<file path="src/rtl/pwm_pkg.sv">
// Shared servo-PWM constants and FSM state type, common to the capture
// and generator blocks.
package pwm_pkg;

    localparam int PWM_PERIOD_CYCLES = 1_000_000;
    localparam int PWM_MIN_PULSE     = 25_000;
    localparam int PWM_MAX_PULSE     = 125_000;
    localparam int PWM_CNT_W         = 21;
    localparam int PWM_DIV_W         = 24;
    localparam int POS_MAX           = 100;

    typedef enum logic [1:0] {
        ST_IDLE,
        ST_HIGH,
        ST_LOW
    } pwm_state_e;

endpackage

</file>
<file path="src/rtl/pwm_div.sv">
// Serial restoring divider: DIV_W quotient bits, one per cycle. The first
// bit is resolved on the start edge, so done follows start by DIV_W cycles.
module pwm_div #(
    parameter int DIV_W = 24
) (
    input  logic             clk,
    input  logic             rst,
    input  logic             start,
    input  logic [DIV_W-1:0] num,
    input  logic [DIV_W-1:0] den,
    output logic             busy,
    output logic             done,
    output logic [DIV_W-1:0] quot
);

    localparam int CW = $clog2(DIV_W + 1);

    logic [DIV_W:0]   rem_q, rem_d;
    logic [DIV_W-1:0] quo_q, quo_d;
    logic [DIV_W-1:0] den_q, den_d;
    logic [CW-1:0]    cnt_q, cnt_d;
    logic             busy_q, busy_d;
    logic             done_q, done_d;

    logic [DIV_W:0]   step_rem;
    logic [DIV_W-1:0] step_quo;
    logic [DIV_W-1:0] step_den;
    logic [DIV_W:0]   shifted;
    logic [DIV_W+1:0] diff;
    logic [DIV_W:0]   new_rem;
    logic [DIV_W-1:0] new_quo;

    always_comb begin
        step_rem = busy_q ? rem_q : '0;
        step_quo = busy_q ? quo_q : num;
        step_den = busy_q ? den_q : den;
        shifted  = {step_rem[DIV_W-1:0], step_quo[DIV_W-1]};
        // One extra bit keeps the sign unambiguous for any shifted value.
        diff     = {1'b0, shifted} - {2'b00, step_den};
        if (!diff[DIV_W+1]) begin
            new_rem = diff[DIV_W:0];
            new_quo = {step_quo[DIV_W-2:0], 1'b1};
        end else begin
            new_rem = shifted;
            new_quo = {step_quo[DIV_W-2:0], 1'b0};
        end
    end

    always_comb begin
        rem_d  = rem_q;
        quo_d  = quo_q;
        den_d  = den_q;
        cnt_d  = cnt_q;
        busy_d = busy_q;
        done_d = 1'b0;
        if (busy_q) begin
            rem_d = new_rem;
            quo_d = new_quo;
            cnt_d = cnt_q - 1'b1;
            if (cnt_q == CW'(1)) begin
                busy_d = 1'b0;
                done_d = 1'b1;
            end
        end else if (start) begin
            rem_d  = new_rem;
            quo_d  = new_quo;
            den_d  = den;
            cnt_d  = CW'(DIV_W - 1);
            busy_d = 1'b1;
        end
    end

    always_ff @(posedge clk) begin
        if (rst) begin
            rem_q  <= '0;
            quo_q  <= '0;
            den_q  <= '0;
            cnt_q  <= '0;
            busy_q <= 1'b0;
            done_q <= 1'b0;
        end else begin
            rem_q  <= rem_d;
            quo_q  <= quo_d;
            den_q  <= den_d;
            cnt_q  <= cnt_d;
            busy_q <= busy_d;
            done_q <= done_d;
        end
    end

    assign busy = busy_q;
    assign done = done_q;
    assign quot = quo_q;

endmodule

</file>
<file path="src/rtl/pwm_capture.sv">
// Servo-pulse decoder: measures high time and rise-to-rise period of pwm_in
// and converts the high time to a clamped 0..100 position.
//
// state   | meaning
// --------+---------------------------------------------------------
// IDLE    | no pulse being tracked; waiting for a rising edge
// HIGH    | input high; counting high time and period
// LOW     | input low after a pulse; counting period until next rise
module pwm_capture
    import pwm_pkg::*;
#(
    parameter int PERIOD_CYCLES = PWM_PERIOD_CYCLES,
    parameter int MIN_PULSE     = PWM_MIN_PULSE,
    parameter int MAX_PULSE     = PWM_MAX_PULSE,
    parameter int CNT_W         = PWM_CNT_W,
    parameter int DIV_W         = PWM_DIV_W
) (
    input  logic             clk,
    input  logic             rst,
    input  logic             en,
    input  logic             pwm_in,
    output logic [7:0]       pos,
    output logic [CNT_W-1:0] width,
    output logic [CNT_W-1:0] period,
    output logic             valid,
    output logic             err_range,
    output logic             lost
);

    localparam logic [CNT_W-1:0] H_TIMEOUT = CNT_W'(2 * MAX_PULSE);
    localparam logic [CNT_W-1:0] P_TIMEOUT = CNT_W'(2 * PERIOD_CYCLES);
    localparam logic [CNT_W-1:0] MIN_W     = CNT_W'(MIN_PULSE);
    localparam logic [CNT_W-1:0] MAX_W     = CNT_W'(MAX_PULSE);
    localparam logic [DIV_W-1:0] DEN       = DIV_W'(MAX_PULSE - MIN_PULSE);

    logic s1_q, s2_q, s3_q;
    logic rise, fall;

    pwm_state_e       state_q, state_d;
    logic [CNT_W-1:0] hcnt_q, hcnt_d;
    logic [CNT_W-1:0] pcnt_q, pcnt_d;
    logic [CNT_W-1:0] period_r_q, period_r_d;
    logic             punk_q, punk_d;
    logic [CNT_W-1:0] width_r_q, width_r_d;
    logic [CNT_W-1:0] psnap_q, psnap_d;
    logic             start_q, start_d;
    logic             timeout;

    logic [7:0]       pos_q, pos_d;
    logic [CNT_W-1:0] width_q, width_d;
    logic [CNT_W-1:0] period_q, period_d;
    logic             valid_q, valid_d;
    logic             err_q, err_d;
    logic             lost_q, lost_d;

    logic             div_rst, div_busy, div_done, conv_busy;
    logic [DIV_W-1:0] x, num, quot;

    assign rise = s2_q & ~s3_q;
    assign fall = ~s2_q & s3_q;

    // Synchronizer resets high so a line already high at reset release is
    // not mistaken for a rise; a fresh low-to-high transition is required.
    always_ff @(posedge clk) begin
        if (rst) begin
            s1_q <= 1'b1;
            s2_q <= 1'b1;
            s3_q <= 1'b1;
        end else begin
            s1_q <= pwm_in;
            s2_q <= s1_q;
            s3_q <= s2_q;
        end
    end

    assign conv_busy = start_q | div_busy | div_done;

    always_comb begin
        state_d    = state_q;
        hcnt_d     = hcnt_q;
        pcnt_d     = pcnt_q;
        period_r_d = period_r_q;
        punk_d     = punk_q;
        width_r_d  = width_r_q;
        psnap_d    = psnap_q;
        start_d    = 1'b0;
        timeout    = 1'b0;
        if (!en) begin
            state_d = ST_IDLE;
            hcnt_d  = '0;
            pcnt_d  = '0;
        end else begin
            unique case (state_q)
                ST_IDLE: begin
                    if (rise) begin
                        state_d = ST_HIGH;
                        hcnt_d  = CNT_W'(1);
                        pcnt_d  = CNT_W'(1);
                        punk_d  = 1'b1;
                    end
                end
                ST_HIGH: begin
                    hcnt_d = hcnt_q + 1'b1;
                    pcnt_d = pcnt_q + 1'b1;
                    if (fall) begin
                        state_d = ST_LOW;
                        if (!conv_busy) begin
                            width_r_d = hcnt_q;
                            psnap_d   = punk_q ? '0 : period_r_q;
                            start_d   = 1'b1;
                        end
                    end else if (hcnt_q == H_TIMEOUT) begin
                        timeout = 1'b1;
                        state_d = ST_IDLE;
                    end
                end
                ST_LOW: begin
                    pcnt_d = pcnt_q + 1'b1;
                    if (rise) begin
                        state_d    = ST_HIGH;
                        period_r_d = pcnt_q;
                        punk_d     = 1'b0;
                        hcnt_d     = CNT_W'(1);
                        pcnt_d     = CNT_W'(1);
                    end else if (pcnt_q == P_TIMEOUT) begin
                        timeout = 1'b1;
                        state_d = ST_IDLE;
                    end
                end
                default: state_d = ST_IDLE;
            endcase
        end
    end

    // x*100 as shift-add; an under-range width wraps here and is clamped later.
    assign x       = DIV_W'(width_r_q) - DIV_W'(MIN_PULSE);
    assign num     = (x << 6) + (x << 5) + (x << 2);
    assign div_rst = rst | ~en;

    pwm_div #(.DIV_W(DIV_W)) u_div (
        .clk   (clk),
        .rst   (div_rst),
        .start (start_q),
        .num   (num),
        .den   (DEN),
        .busy  (div_busy),
        .done  (div_done),
        .quot  (quot)
    );

    always_comb begin
        pos_d    = pos_q;
        width_d  = width_q;
        period_d = period_q;
        err_d    = err_q;
        lost_d   = lost_q;
        valid_d  = 1'b0;
        if (div_done && en) begin
            valid_d  = 1'b1;
            width_d  = width_r_q;
            period_d = psnap_q;
            lost_d   = 1'b0;
            if (width_r_q < MIN_W) begin
                pos_d = '0;
                err_d = 1'b1;
            end else if (width_r_q > MAX_W) begin
                pos_d = 8'(POS_MAX);
                err_d = 1'b1;
            end else begin
                pos_d = (quot > DIV_W'(POS_MAX)) ? 8'(POS_MAX) : quot[7:0];
                err_d = 1'b0;
            end
        end
        if (timeout) lost_d = 1'b1;
    end

    always_ff @(posedge clk) begin
        if (rst) begin
            state_q    <= ST_IDLE;
            hcnt_q     <= '0;
            pcnt_q     <= '0;
            period_r_q <= '0;
            punk_q     <= 1'b1;
            width_r_q  <= '0;
            psnap_q    <= '0;
            start_q    <= 1'b0;
            pos_q      <= '0;
            width_q    <= '0;
            period_q   <= '0;
            valid_q    <= 1'b0;
            err_q      <= 1'b0;
            lost_q     <= 1'b1;
        end else begin
            state_q    <= state_d;
            hcnt_q     <= hcnt_d;
            pcnt_q     <= pcnt_d;
            period_r_q <= period_r_d;
            punk_q     <= punk_d;
            width_r_q  <= width_r_d;
            psnap_q    <= psnap_d;
            start_q    <= start_d;
            pos_q      <= pos_d;
            width_q    <= width_d;
            period_q   <= period_d;
            valid_q    <= valid_d;
            err_q      <= err_d;
            lost_q     <= lost_d;
        end
    end

    assign pos       = pos_q;
    assign width     = width_q;
    assign period    = period_q;
    assign valid     = valid_q;
    assign err_range = err_q;
    assign lost      = lost_q;

endmodule

</file>
<file path="config.mk">
export PLATFORM = sky130hd
export DESIGN_NAME = pwm_capture
export DESIGN_NICKNAME = d
export VERILOG_FILES = /design/src/rtl/pwm_pkg.sv /design/src/rtl/pwm_div.sv /design/src/rtl/pwm_capture.sv
export SDC_FILE = /design/constraint.sdc
export NUM_CORES = 1
export LEC_CHECK = 0
export CORE_ASPECT_RATIO = 1.75
export CORE_MARGIN = 2
export CORE_UTILIZATION = 50
export CTS_CLUSTER_DIAMETER = 120
export DETAILED_ROUTE_END_ITERATION = 12
export HOLD_SLACK_MARGIN = 0.05
export PLACE_DENSITY = 0.71
export SKIP_LAST_GASP = 1
export SLEW_MARGIN = 20
export SYNTH_ARGS = -nofsm -noshare
export SYNTH_HDL_FRONTEND = slang
export SYNTH_SLANG_ARGS = --single-unit
</file>
<file path="constraint.sdc">
create_clock -name clk -period 3.9 [get_ports clk]
set_input_delay 0.78 -clock clk [delete_from_list [all_inputs] [get_ports clk]]
set_output_delay 0.78 -clock clk [all_outputs]
set_load 0.01 [all_outputs]
</file>
## Word level (Yosys, flattened, before mapping)

Index checks and enable logic that the tools add are counted.

- Reductions and logical operators: 18
- Add/subtract/negate cells: 7
- Muxes and demuxes: 42
- Equal/unequal tests: 10
- Bitwise operators: 12
- Order comparisons: 3

Operator list:

| cell | count |
|---|---|
| 24-bit two-way mux | 7 |
| 21-bit two-way mux | 3 |
| 21-bit one-hot mux with 3 select lines | 1 |
| 24-bit adder | 2 |
| 21-bit by 1-bit adder with 21-bit output (second input constant) | 2 |
| 21-bit one-hot mux with 2 select lines | 1 |
| 25-bit by 17-bit subtractor with 26-bit output | 1 |
| 24-bit by 7-bit greater-than comparator with 1-bit output (second input constant) | 1 |
| 8-bit two-way mux | 3 |
| 21-bit by 15-bit subtractor with 22-bit output (second input constant) | 1 |
| 21-bit by 18-bit equality test with 1-bit output (second input constant) | 1 |
| 21-bit equality test (second input constant) | 1 |
| 21-bit by 17-bit greater-than comparator with 1-bit output (second input constant) | 1 |
| 21-bit by 15-bit < comparator with 1-bit output (second input constant) | 1 |
| 17-bit two-way mux | 1 |
| 1-bit two-way mux | 16 |
| 2-bit two-way mux | 5 |
| 5-bit two-way mux | 2 |
| 4-bit AND reduction | 2 |
| 2-bit OR reduction | 4 |
| 1-bit inverter | 7 |
| 3-bit inequality test (second input constant) | 2 |
| 2-bit one-hot mux with 3 select lines | 1 |
| 2-bit AND reduction | 3 |
| 15 further kinds | 23 |

- Word-level logic and storage cells: 115
- Register bits after elaboration: 221

## Logic depth before layout (Yosys ltp)

- Depth in word-level cells: 8
- Depth in mapped cells: 18
- Gate-level depth less buffers: 18

## Modules after synthesis

A second synthesis with hierarchy kept.

- Cells, all modules: 1665
- Area total of the unflattened synthesis: 13357.8 sq um

By module, submodules not included:

| module | times used | sequential area each (sq um) | area each (sq um) | cells an instance |
|---|---|---|---|---|
| pwm_capture | 1 | 3303.2 | 8399.3 | 1051 |
| pwm_div | 1 | 1581.5 | 4958.5 | 614 |

## Worst setup path after synthesis

Ideal clock, no wire load.

- Path kind: register -> register
- Start: reg width_r_q[3]
- End: reg u_div.quo_q[21] (netlist: u_div.quot[21])
- Setup time: 74 ps
- Slack: 212 ps
- Cell stages (with the launch flop): 17
- Arrival time: 3614 ps
- Path through: dfxtp_1 -> inv_1 -> ha_1 -> nor2b_1 -> o21bai_1 -> nand2_1 -> xor2_1 -> inv_1 -> fa_1 -> ha_1 -> inv_1 -> a2111oi_0 -> o21ai_0 -> o21ai_0 -> a31oi_1 -> xor2_1 -> o21ai_0

- Word-level cells in the longest chain between the ends: 6

RTL lines:

| what | RTL line | RTL |
|---|---|---|
| from (decl) | pwm_capture.sv:44 | `logic [CNT_W-1:0] width_r_q, width_r_d;` |
| from (signal assigned) | pwm_capture.sv:199 | `width_r_q <= width_r_d;` |
| 21-bit by 15-bit subtractor with 22-bit output * | pwm_capture.sv:136 | `assign x = DIV_W'(width_r_q) - DIV_W'(MIN_PULSE);` |
| 24-bit adder | pwm_capture.sv:137 | `assign num = (x << 6) + (x << 5) + (x << 2);` |
| 24-bit adder * | pwm_capture.sv:137 |  |
| 24-bit two-way mux * | pwm_div.sv:35 | `step_quo = busy_q ? quo_q : num;` |
| 24-bit two-way mux | pwm_div.sv:64 | `end else if (start) begin` |
| 24-bit two-way mux * | pwm_div.sv:56 | `if (busy_q) begin` |
| to (signal assigned) | pwm_div.sv:83 | `quo_q <= quo_d;` |
| to (decl) | pwm_div.sv:19 | `logic [DIV_W-1:0] quo_q, quo_d;` |

Mark *: on every way between the ends. The rest lies on a longest branch, timed or not. The select of a mux whose other input is x is not followed.
A chain may end at the register's enable or synchronous reset.

## Worst setup path in the final report

- Start: reg width_r_q[3]
- End: reg u_div.quo_q[23] (netlist: u_div.quot[23])

The elaborated chain is that of the path after synthesis.

==> reports/results.txt <==
Placed cell area: 12,000 µm²
DR WL/cell: 16.2 µm
Clock latency on the worst-skew pair: 510 ps
Worst EP arrival: 4100 ps
Fmax: 0.270 GHz
Most common cell after layout, fill and taps aside: nand2_1
Initial antenna violation count: 0
Final ANT Viol Nets: 0
Distinct cells, synth: 73
Most frequent cells in the layout: nand2_1, dfxtp_1, a21oi_1
Relative slew slack: 0.336
Clock transition at path regs: 60 ps
Core Region: 22,000 µm²
Cell Pwr Density: 355 nW/µm²
DRC: 0
Crit start category: register
Setup TNS: 0 ps
Die area: 23,600 µm²
Final Wtd Congestion: 0.879
Critical Path Fanout Max: 5
Starting Density: 0.508
Final net count: 1,495
Clock sinks: 221
Number of global-route vias before repair: 9,495
Flops & latches, synth: 221
Total track usage: 0.240
Routed WL: 28,300 µm
Worst min path class: reg2reg
Post-Route Utilization: 0.586
Vias: 9,802
Ports: 57
Required time of the critical path: 4290 ps
Die Span Y: 202 µm
Row count: 72
Die width: 117 µm
Clk root buf: clkbuf_16
DP Wirelength: 20,100 µm
Final Critical Period: 3700 ps
H-Tree Depth: 1
CP Capture Type: register
Final period util: 0.950
Clock Skew: 9.28 ps
Synth warn: 0
Area growth, synth to finish: 15.5%
First-pass GRT wire length: 46,200 µm
Num CTS Buffers: 23
Initial DRC count: 464
Port Buffers: 56
Maxcap violations: 0
Outcome: complete, no violations
Synth Net Count: 1,461
Layout cells sized above 1: 0.0785
Setup Viol. Count Final: 0
Number of flops mapped to enable cells by yosys: 0
Syn avg cell area: 7.96 µm²
DR pass1 iterations: 5
Slew @ Worst Pin: 996 ps
ANT cells: 0
Cells after synthesis: 1,401
Critical path class: reg2reg
Peak VDD IR: 0.000435 V
Lkg Pwr: 4.56 nW
Post-route cell area: 12,900 µm²
CTS tree: done
Placed insts: 1,705
Grt total ovfl: 0
Ys async rst share: 0
Worst hold slack: 413 ps
Post-synthesis sequential area ratio: 0.397
Ys flop type: dfxtp_1
Final cell count without fillers: 1,748
Final Hold Vio Count: 0
Post-Syn Area: 11,200 µm²
Longest Clk Path Bufs: 3
Largest net degree at the start of global routing: 97
Vias per inst: 5.61
Final Max Slew Viols: 0
## where the power goes
group | internal, mW | switching, mW | total [mW]
combinational | 0.0137 | 0.0547 | 0.0684
sequential | 2.26 | 0.00186 | 2.26
clock | 1.32 | 0.926 | 2.25
## critical path, stage by stage, from the launching register on
cell	delay, ps
dfxtp_2	340
inv_1	130
ha_2	200
nor2b_2	50
o21bai_1	250
nand2_1	160
a211o_1	370
nor3_1	190
xnor2_1	110
fa_1	490
inv_1	50
ha_1	340
a211o_1	330
o31a_1	240
o31ai_1	80
xor2_1	170
o21ai_0	90
## cell families after synthesis
group                    share of synthesized area
AND/OR/NAND/NOR                              0.240
AO/OA/AOI/OAI                                0.181
flip-flops                                   0.397
buffers and inverters                       0.0455
XOR/XNOR                                    0.0522
adder cells (fa/ha/maj)                     0.0702
multiplexers                                0.0141
## layer usage
layer / GRT usage / up-vias / wire length [µm]
met3: 0.0268 / 69 / 874
met2: 0.462 / 174 / 15700
li1: - / 4880 / -
met5: 0 / - / 0
met1: 0.251 / 4679 / 10400
met4: 0.111 / 0 / 1270
## state kept, by name, summed over array words and instances (netlist names), 21 cells and up
name         flops
psnap_q         21
period_r_q      21
width           21
width_r_q       21
hcnt_q          21
pcnt_q          21
u_div.rem_q     24
u_div.quot      24
period          21
## synth_stat cells (5+ instances only)
cell type	n	area share
nand2_1	266	0.090
dfxtp_1	221	0.40
a21oi_1	188	0.084
nor2_1	120	0.040
clkbuf_1	63	0.021
inv_1	52	0.017
ha_1	45	0.050
o21ai_0	44	0.020
nand3_1	32	0.014
xnor2_1	31	0.024
xor2_1	31	0.024
nor3_1	25	0.011
nand3b_1	21	0.014
a211oi_1	16	0.011
a22oi_1	14	0.0094
a21o_1	13	0.0087
nand4_1	13	0.0073
nor2b_1	13	0.0073
or3_1	13	0.0073
and2_1	11	0.0062
and3_1	11	0.0062
fa_1	11	0.020
nand2b_1	11	0.0062
nor4_1	11	0.0062
buf_1	9	0.0030
mux2i_1	9	0.0081
a31oi_1	6	0.0034
nor4b_1	6	0.0047
or4_1	6	0.0040
a311oi_1	5	0.0039
mux2_2	5	0.0050
o21a_1	5	0.0034
o21ai_1	5	0.0022
o21bai_1	5	0.0034
o31ai_1	5	0.0034
or2_2	5	0.0028
## final cells by class
class                   count  area [µm²]
repair buffers             87         791
flip-flops and latches    221        4430
multi-input cells        1049        6310
clock buffers              30         652
fillers                  2069        9100
clock inverters            12         129
inverters                  53         199
well taps                 296         370
## final timing paths
check | start | to | slack (ps) | cells past startpoint
worst min-delay path | s1_q | s2_q | 410 | 1
worst max-delay path | width_r_q[3] | u_div.quot[23] | 200 | 16
worst min register to register | s1_q | s2_q | 410 | 1
worst max register to register | width_r_q[3] | u_div.quot[23] | 200 | 16
## stage by stage
stage	power [mW]	worst slack, ps
after floorplan	2.36	212
after global placement	2.38	68.8
after detailed placement	2.38	26.3
after CTS	4.63	64.1
after global routing	4.72	-32.9
final	4.57	196
## what timing repair did
action	in CTS	in global routing
pin swaps	0	2
hold buffers	0	0
endpoints found under the hold margin	0	0
endpoints found under the setup margin	1	11
buffers inserted	0	1
gates resized for setup	1	19
Power figures use the tool's default switching activity.
